--- src/rtl/spi_peripheral_multimode.sv ---
// SPI peripheral, all four CPOL/CPHA modes, oversampled in the i_clk domain.
// One-word TX holding register, continuous multi-word frames, underrun/abort flags.
module spi_peripheral_multimode #(
    parameter int WORD_WIDTH  = 8,
    parameter bit CPOL        = 1'b0,
    parameter bit CPHA        = 1'b0,
    parameter bit MSB_FIRST   = 1'b1,
    parameter int SYNC_STAGES = 2
) (
    input  logic                  i_clk,
    input  logic                  i_reset_n,
    input  logic                  i_spi_clk,
    input  logic                  i_spi_copi,
    input  logic                  i_spi_cs_n,
    output logic                  o_spi_cipo,
    output logic                  o_spi_cipo_oe,
    input  logic                  i_tx_dv,
    input  logic [WORD_WIDTH-1:0] i_tx_word,
    output logic                  o_tx_ready,
    output logic                  o_rx_dv,
    output logic [WORD_WIDTH-1:0] o_rx_word,
    output logic                  o_tx_underrun,
    output logic                  o_frame_err,
    output logic                  o_busy
);
    localparam int CW = (WORD_WIDTH > 2) ? $clog2(WORD_WIDTH) : 1;
    localparam logic [CW-1:0] LAST = CW'(WORD_WIDTH - 1);

    logic [SYNC_STAGES-1:0] sclk_q;
    logic [SYNC_STAGES-1:0] copi_q;
    logic [SYNC_STAGES-1:0] cs_q;
    logic                   sclk_d;
    logic                   cs_d;

    always_ff @(posedge i_clk or negedge i_reset_n) begin
        if (!i_reset_n) begin
            sclk_q <= {SYNC_STAGES{CPOL}};
            copi_q <= '0;
            cs_q   <= '1;
            sclk_d <= CPOL;
            cs_d   <= 1'b1;
        end else begin
            sclk_q <= {sclk_q[SYNC_STAGES-2:0], i_spi_clk};
            copi_q <= {copi_q[SYNC_STAGES-2:0], i_spi_copi};
            cs_q   <= {cs_q[SYNC_STAGES-2:0], i_spi_cs_n};
            sclk_d <= sclk_q[SYNC_STAGES-1];
            cs_d   <= cs_q[SYNC_STAGES-1];
        end
    end

    logic sclk_s;
    logic copi_s;
    logic cs_s;
    logic active;
    logic leading;
    logic trailing;
    logic sample_edge;
    logic shift_edge;
    logic frame_start;
    logic frame_end;

    assign sclk_s      = sclk_q[SYNC_STAGES-1];
    assign copi_s      = copi_q[SYNC_STAGES-1];
    assign cs_s        = cs_q[SYNC_STAGES-1];
    assign active      = ~cs_s;
    assign leading     = (sclk_d == CPOL) && (sclk_s != CPOL);
    assign trailing    = (sclk_d != CPOL) && (sclk_s == CPOL);
    assign sample_edge = active && (CPHA ? trailing : leading);
    assign shift_edge  = active && (CPHA ? leading : trailing);
    assign frame_start = cs_d && !cs_s;
    assign frame_end   = !cs_d && cs_s;

    logic [CW-1:0]         cnt;
    logic [WORD_WIDTH-1:0] tx_sr;
    logic [WORD_WIDTH-1:0] rx_sr;
    logic [WORD_WIDTH-1:0] hold;
    logic                  tx_ready;

    logic                  load;
    logic                  tx_accept;
    logic                  underrun;
    logic                  last_bit;
    logic [WORD_WIDTH-1:0] load_word;
    logic [WORD_WIDTH-1:0] rx_next;

    // With CPHA=0 the counter is back at 0 only after the last sample,
    // so the trailing edge that follows reloads for the next word.
    assign load = CPHA ? (shift_edge && cnt == '0)
                       : (frame_start || (shift_edge && cnt == '0));
    assign tx_accept = i_tx_dv && tx_ready;
    assign underrun  = load && tx_ready && !tx_accept;
    assign last_bit  = (cnt == LAST);

    always_comb begin
        load_word = '0;
        if (!tx_ready) begin
            load_word = hold;
        end else if (tx_accept) begin
            load_word = i_tx_word;
        end
        if (MSB_FIRST) begin
            rx_next = {rx_sr[WORD_WIDTH-2:0], copi_s};
        end else begin
            rx_next = {copi_s, rx_sr[WORD_WIDTH-1:1]};
        end
    end

    always_ff @(posedge i_clk or negedge i_reset_n) begin
        if (!i_reset_n) begin
            hold     <= '0;
            tx_ready <= 1'b1;
        end else if (load && !tx_ready) begin
            tx_ready <= 1'b1;
        end else if (tx_accept && !load) begin
            hold     <= i_tx_word;
            tx_ready <= 1'b0;
        end
    end

    always_ff @(posedge i_clk or negedge i_reset_n) begin
        if (!i_reset_n) begin
            tx_sr <= '0;
        end else if (load) begin
            tx_sr <= load_word;
        end else if (shift_edge) begin
            if (MSB_FIRST) begin
                tx_sr <= {tx_sr[WORD_WIDTH-2:0], 1'b0};
            end else begin
                tx_sr <= {1'b0, tx_sr[WORD_WIDTH-1:1]};
            end
        end
    end

    always_ff @(posedge i_clk or negedge i_reset_n) begin
        if (!i_reset_n) begin
            cnt           <= '0;
            rx_sr         <= '0;
            o_rx_word     <= '0;
            o_rx_dv       <= 1'b0;
            o_frame_err   <= 1'b0;
            o_tx_underrun <= 1'b0;
        end else begin
            o_rx_dv       <= 1'b0;
            o_frame_err   <= frame_end && (cnt != '0);
            o_tx_underrun <= underrun;
            if (frame_end || frame_start) begin
                cnt   <= '0;
                rx_sr <= '0;
            end else if (sample_edge) begin
                rx_sr <= rx_next;
                if (last_bit) begin
                    cnt       <= '0;
                    o_rx_word <= rx_next;
                    o_rx_dv   <= 1'b1;
                end else begin
                    cnt <= cnt + CW'(1);
                end
            end
        end
    end

    assign o_tx_ready    = tx_ready;
    assign o_busy        = active;
    assign o_spi_cipo_oe = active;
    assign o_spi_cipo    = active && (MSB_FIRST ? tx_sr[WORD_WIDTH-1] : tx_sr[0]);

endmodule

--- config.mk ---
export PLATFORM = sky130hd
export DESIGN_NAME = spi_peripheral_multimode
export DESIGN_NICKNAME = d
export VERILOG_FILES = /design/src/rtl/spi_peripheral_multimode.sv
export SDC_FILE = /design/constraint.sdc
export NUM_CORES = 1
export LEC_CHECK = 0
export CAP_MARGIN = 15
export CORE_ASPECT_RATIO = 1.75
export CORE_MARGIN = 3
export CORE_UTILIZATION = 31
export CTS_CLUSTER_SIZE = 8
export DETAILED_ROUTE_END_ITERATION = 8
export PLACE_DENSITY_LB_ADDON = 0.05
export SLEW_MARGIN = 25
export SYNTH_ARGS = -nofsm -noshare
export SYNTH_HDL_FRONTEND = slang
export SYNTH_SLANG_ARGS = --single-unit
--- constraint.sdc ---
create_clock -name i_clk -period 2.15 [get_ports i_clk]
set_clock_uncertainty 0.1 [all_clocks]
set_input_delay 0.5375 -clock i_clk [delete_from_list [all_inputs] [get_ports i_clk]]
set_output_delay 0.5375 -clock i_clk [all_outputs]
set_load 0.05 [all_outputs]
==> out/results.txt, run 1 <==
Reg area: 1160 um^2
Final net count: 210
Total track usage: 0.127
RSZ-0062 raised after global routing: false
Fill count: 623
Min-Delay Path Class: input pin to asynchronous set/reset pin
Crit path buf inv count: 1
Post-DRT Antenna Nets: 0
CTS HTree Levels: 2
Vias/cell: 4.93
Largest net degree at the start of global routing: 47
Slew Limit Fails: 0
Dpl ws: -0.0288 ns
Worst-path maximum fanout: 2
Initial antenna violation count: 0
FF-to-FF Start: cs_q[1]$_DFF_PN1_
DRT Pass-1 Iters: 4
Top Family by Delay on Critical Path: buffers and inverters
Crit path time final: 2.10 ns
Max Fclk: 477 MHz
Max stage delay cell, worst path: clkdlybuf4s50_1
PnR worst setup slack: 0.0536 ns
DRC viols: 0
Cts bufs inserted: 5
Crit Path Class: flop to output port
RR Endpoint: o_rx_word[7]$_DFFE_PN0P_
Fin. Hold Viols: 0
Worst R2R Path Depth: 5
Hold buffer count at cts: 0
WL final: 4300 um
Synthesized instance count: 158
Area leader, netlist: dfrtp_1
Max cap viols: 0
Final period utilization: 0.975
Die height: 112 um
Setup crit start: o_rx_word[1]$_DFFE_PN0P_
Final GP Congestion: 0.702
Pwr Total: 1.88 mW
Post-DP HPWL: 3180 um
Postcts setup bufs: 0
Delay of the slowest critical-path stage: 0.81 ns
Top FF cell, synth: dfrtp_1
Post-DR wirelength/cell: 15.8 um
Share of layout cells above drive strength 1: 0.313
Area Overhead vs Synth: 22.9%
Netlist cell types: 28
Clock buffer depth: 2
Worst-path cell chain: clkdlybuf4s50_1
Cts repair resizes: 0
Crit. End Element: output port
Avg Synthesized Cell Area: 12.6 um^2
Syn nets: 177
Core area: 6230 um^2
Power density cells: 770 nW/um^2
DRT iter0 DRCs: 57
Status: finished, final reports clean
CP Launch Type: flop
Reg2Reg Setup Slack: 0.21 ns
Via Count: 1341
Cell Area, Synth: 1990 um^2
Synth async-reset ratio: 1.00
Worst Tran Pin Value: 0.586 ns
Yosys reg bits: 46
Post-synth top area share: 0.529
Io pins: 29
Register area share after synthesis: 0.582
Starting density of the core: 0.319
Grt total ovfl: 0
Leak: 1.14 nW
Global-route wire length before repair: 7070 um
Root buffer cell: clkbuf_8
Final setup fails: 0
Inserted Diodes: 0
Row cnt: 38
Worst path arrival time: 1.46 ns
Worst-path clk slew: 0.08 ns
Peak supply drop: 0.000321 V
Max-Slew Margin vs Limit: 0.609
Die Span X: 66.5 um
Die footprint: 7440 um^2
Critical Path Stages: 1
Multi-input gate area: 713 um^2
PortBufs: 28
CTS tree: built
Vias in the first global route: 1439
Clock latency on the worst-skew pair: 0.29 ns
YS warnings: 0
Clock Sinks: 46
EDFF count, synth: 0
Synth top area cells: dfrtp_1 53%, mux2_2 9.1%, dfstp_2 5.3%, a22o_1 4.4%, o221a_2 4.0%
Worst EP required: 1.51 ns
cells in the final DEF (no fill, tap or decap), drive strengths merged, types with 3 or more instances in the layout:
master	count
clkdlybuf4s50	16
ha	5
a22o	10
o221a	7
mux2	16
inv	14
nor2b	4
dfstp	4
o31ai	7
nand3	15
clkbuf	7
nor3	7
nor2	3
nand2	3
dfrtp	42
buf	21
worst register-to-register path: cells and delay by family (launching register included):
family,cells,cell delay (ns)
DFF,1,0.53
and+or+nand+nor,2,0.46
muxes,1,0.36
adders and majority gates,1,0.31
buffers and inverters,1,0.06
synth_stat cells (3+ instances only):
library cell and n:
dfrtp_1 42, mux2_2 16, nand3_1 15, inv_1 14, a22o_1 10, nor3_1 7, o221a_2 7, o31ai_1 7
ha_1 5, clkbuf_1 4, dfstp_2 4, nor2b_1 4, buf_2 3, buf_4 3, nor2_1 3
report_power, final:
group	internal [mW]	leakage (nW)	switching, mW
Combinational	0.163	0.504	0.177
Clock	0.260	0.0482	0.274
Sequential	0.957	0.588	0.0501
Total	1.38	1.14	0.500
cell families after synthesis:
| kind of cell | count (synthesis) | synth area share |
|---|---|---|
| AO/OA/AOI/OAI | 29 | 0.133 |
| adder cells (fa/ha/maj) | 5 | 0.0315 |
| buffers and inverters | 25 | 0.0586 |
| flip-flops | 46 | 0.582 |
| multiplexers | 16 | 0.0907 |
| AND/OR/NAND/NOR | 37 | 0.104 |
layout make-up:
cell class,count,share of cell area
flip-flops and latches,46,0.474
multi-input cells,87,0.292
repair buffers,37,0.134
well taps,80,0.0410
clock buffers,7,0.0354
inverters,14,0.0215
clock inverters,1,0.00205
per-layer routing:
| metal | part of all wire | GRT usage | vias up |
|---|---|---|---|
| met5 | 0 | 0 | - |
| met1 | 0.37 | 0.131 | 687 |
| met3 | 0.031 | 0.0272 | 6 |
| met4 | 0.019 | 0.0488 | 0 |
| li1 | - | - | 627 |
| met2 | 0.58 | 0.238 | 21 |
worst max-delay path by stage:
stage                                endpoint  slack, ns
after floorplan           hold[0]$_DFFE_PN0P_   -0.00002
after global placement    hold[6]$_DFFE_PN0P_       0.05
after detailed placement  hold[0]$_DFFE_PN0P_      -0.03
after CTS                        o_rx_word[1]       0.04
after global routing            o_tx_underrun       0.02
final                            o_rx_word[1]       0.05
flip-flops by register name, indices dropped and copies added (netlist names):
| signal | flops |
|---|---|
| hold | 8 |
| o_rx_word | 8 |
| tx_sr | 8 |
| rx_sr | 7 |
| cnt | 3 |
| copi_q | 2 |
| cs_q | 2 |
| sclk_q | 2 |
| cs_d | 1 |
| o_frame_err | 1 |
| o_rx_dv | 1 |
| o_tx_ready | 1 |
| o_tx_underrun | 1 |
| sclk_d | 1 |
metrics by stage:
| stage | hold WS, ns | instances | setup TNS [ns] | cell area, um^2 | util |
|---|---|---|---|---|---|
| floorplan | 0.142 | 158 | -0.000190 | 1990 | - |
| global placement | 0.236 | 264 | 0 | 2350 | 0.377 |
| detailed placement | 0.239 | 264 | -0.151 | 2350 | 0.377 |
| CTS | 0.236 | 272 | 0 | 2440 | 0.392 |
| global route | 0.257 | 272 | 0 | 2440 | 0.392 |
| finish | 0.215 | 272 | 0 | 2440 | 0.392 |
Note: power is estimated with default switching activity, not from simulation.
==> run 2: changes to the inputs <==
--- a/config.mk
+++ b/config.mk
@@ -12,7 +12,6 @@
 export CTS_CLUSTER_SIZE = 8
 export DETAILED_ROUTE_END_ITERATION = 8
 export PLACE_DENSITY_LB_ADDON = 0.05
-export SLEW_MARGIN = 25
 export SYNTH_ARGS = -nofsm -noshare
 export SYNTH_HDL_FRONTEND = slang
 export SYNTH_SLANG_ARGS = --single-unit
==> constraint.sdc (replaced) <==
create_clock -name i_clk -period 2.2 [get_ports i_clk]
set_clock_uncertainty 0.1 [all_clocks]
set_input_delay 0.55 -clock i_clk [delete_from_list [all_inputs] [get_ports i_clk]]
set_output_delay 0.55 -clock i_clk [all_outputs]
set_load 0.05 [all_outputs]
==> run 2 against run 1 <==
  * Die area stayed put
  * Final cell count up 0.37%
  * Clock power shrank 2%
  * First-iteration DRC count increased by 74%
  * Non-clock buffer count grew 1
  * Critical path depth is the same
  * Total power down 1.8%
  * Wire length up 3.6%
==> out/results.txt, run 2 (synthesis results as in run 1) <==
Worst EP required: 1.55 ns (was 1.51 ns)
WL final: 4450 um (was 4300 um)
RR Endpoint: o_rx_word[2]$_DFFE_PN0P_ (was o_rx_word[7]$_DFFE_PN0P_)
Final setup fails: 0 (unchanged)
Slew Limit Fails: 0 (unchanged)
CTS HTree Levels: 2 (unchanged)
Crit Path Class: flop to output port (unchanged)
Design Area, Final: 2460 um^2 (was 2440 um^2)
Non-Filler Instances: 273 (was 272)
Share of layout cells above drive strength 1: 0.295 (was 0.313)
Status: finished, final reports clean (unchanged)
Dpl ws: 0.0153 ns (was -0.0288 ns)
Max-Slew Margin vs Limit: 0.637 (was 0.609)
Worst path arrival time: 1.45 ns (was 1.46 ns)
DRC viols: 0 (unchanged)
Crit. End Element: output port (unchanged)
Leak: 1.14 nW (about the same)
Crit path time final: 2.10 ns
Setup crit start: o_rx_word[2]$_DFFE_PN0P_ (was o_rx_word[1]$_DFFE_PN0P_)
PortBufs: 28 (unchanged)
Clock latency on the worst-skew pair: 0.30 ns (was 0.29 ns)
Starting density of the core: 0.319 (unchanged)
Worst-path clk slew: 0.08 ns (about the same)
Post-Route Utilization: 0.395 (was 0.392)
Post-DRT Antenna Nets: 0 (unchanged)
RSZ-0062 raised after global routing: false (unchanged)
CTS tree: built (unchanged)
Setup TNS: 0 ns (unchanged)
Reg area: 1160 um^2 (unchanged)
Worst R2R Path Depth: 5 (unchanged)
Total track usage: 0.133 (was 0.127)
Inserted Diodes: 0 (unchanged)
FF-to-FF Start: cs_q[1]$_DFF_PN1_ (unchanged)
DRT Pass-1 Iters: 4 (unchanged)
Worst-path maximum fanout: 2 (unchanged)
Top Family by Delay on Critical Path: buffers and inverters (unchanged)
Initial antenna violation count: 0 (unchanged)
Commonest cells after routing, fill and taps aside: 42 x dfrtp_1, 20 x clkdlybuf4s50_1, 16 x mux2_2, 16 x buf_4, 15 x nand3_1 (was 42 x dfrtp_1, 19 x buf_4, 16 x mux2_2, 16 x clkdlybuf4s50_1, 15 x nand3_1)
Post-DR wirelength/cell: 16.3 um (was 15.8 um)
Global-route wire length before repair: 7220 um (was 7070 um)
DRT iter0 DRCs: 99 (was 57)
Via Count: 1347 (was 1341)
Sw Ratio: 0.269 (was 0.266)
Grt total ovfl: 0 (unchanged)
Max cap viols: 0 (unchanged)
Reg2Reg Setup Slack: 0.27 ns (was 0.21 ns)
Internal power: 1.35 mW (was 1.38 mW)
Fin. Hold Viols: 0 (unchanged)
Die Span X: 66.5 um (unchanged)
Area Overhead vs Synth: 23.8% (was 22.9%)
Core area: 6230 um^2 (unchanged)
Multi-input gate area: 713 um^2 (unchanged)
PnR worst setup slack: 0.104 ns (was 0.0536 ns)
Commonest non-fill, non-tap cell in the layout: dfrtp_1 (unchanged)
Crit path buf inv count: 1 (unchanged)
Clock Sinks: 46 (unchanged)
Min-Delay Path Class: input pin to asynchronous set/reset pin (unchanged)
Comb power frac: 0.183 (was 0.180)
Final net count: 211 (was 210)
Largest net degree at the start of global routing: 24 (was 47)
Power density cells: 751 nW/um^2 (was 770 nW/um^2)
Max Fclk: 477 MHz
Post-placement cell count: 265 (was 264)
Final GP Congestion: 0.687 (was 0.702)
Postcts setup bufs: 0 (unchanged)
CP Capture Point: o_rx_word[2] (was o_rx_word[1])
Vias in the first global route: 1435 (was 1439)
Vias/cell: 4.93 (about the same)
Cts bufs inserted: 5 (unchanged)
Max stage delay cell, worst path: clkdlybuf4s50_1 (unchanged)
Die height: 112 um (unchanged)
Critical Path Stages: 1 (unchanged)
Clock Power Share: 0.284 (about the same)
Root buffer cell: clkbuf_8 (unchanged)
Sw Pwr: 0.496 mW (was 0.500 mW)
Hold_ws: 0.128 ns (was 0.215 ns)
Placed Area: 2370 um^2 (was 2350 um^2)
Final period utilization: 0.953
Delay of the slowest critical-path stage: 0.80 ns (was 0.81 ns)
Row cnt: 38 (unchanged)
Worst Tran Pin Value: 0.544 ns (was 0.586 ns)
Pwr Total: 1.85 mW (was 1.88 mW)
Peak supply drop: 0.000317 V (was 0.000321 V)
Largest regs: hold (8), o_rx_word (8), tx_sr (8) (unchanged)
Sequential Power Share: 0.533 (was 0.536)
Fill count: 620 (was 623)
Die footprint: 7440 um^2 (unchanged)
Post-DP HPWL: 3350 um (was 3180 um)
Io pins: 29 (unchanged)
Hold buffer count at cts: 0 (unchanged)
Clock buffer depth: 2 (unchanged)
Worst-path cell chain: clkdlybuf4s50_1 (unchanged)
Cts repair resizes: 0 (unchanged)
CP Launch Type: flop (unchanged)
run 2: power by group through the flow:
| stage | Combinational [mW] | Sequential [mW] | Clock (mW) |
|---|---|---|---|
| 2_1_floorplan | 0.213 | 0.999 | 0 |
| 3_3_place_gp | 0.333 | 1.00 | 0 |
| 3_5_place_dp | 0.344 | 1.00 | 0 |
| 4_1_cts | 0.346 | 0.985 | 0.556 |
| 5_1_grt | 0.372 | 0.997 | 0.586 |
| 6_report | 0.338 | 0.984 | 0.524 |
run 2: worst min-delay path by stage:
stage	endpoint	slack (ns)	startpoint	cells after the start
after CTS	o_frame_err$_DFF_PN0_	0.13	i_reset_n	1
after global routing	o_frame_err$_DFF_PN0_	0.16	i_reset_n	1
after detailed placement	sclk_q[1]$_DFF_PN0_	0.24	sclk_q[0]$_DFF_PN0_	0
after floorplan	cnt[0]$_DFFE_PN0P_	0.15	i_reset_n	0
after global placement	copi_q[1]$_DFF_PN0_	0.23	copi_q[0]$_DFF_PN0_	0
final	o_frame_err$_DFF_PN0_	0.13	i_reset_n	1
run 2: layout make-up:
cell class	instances	share of cell area
multi-input combinational	87	0.290
clock buffer	7	0.0351
timing repair buffer	38	0.140
inverter	14	0.0214
tap	80	0.0407
clock inverter	1	0.00204
sequential	46	0.470
run 2: layer usage:
| layer | track usage | vias up | wire length (um) |
|---|---|---|---|
| li1 | - | 627 | - |
| met1 | 0.133 | 690 | 1550 |
| met2 | 0.256 | 25 | 2710 |
| met3 | 0.0242 | 5 | 117 |
| met4 | 0.0529 | 0 | 78 |
| met5 | 0 | - | 0 |
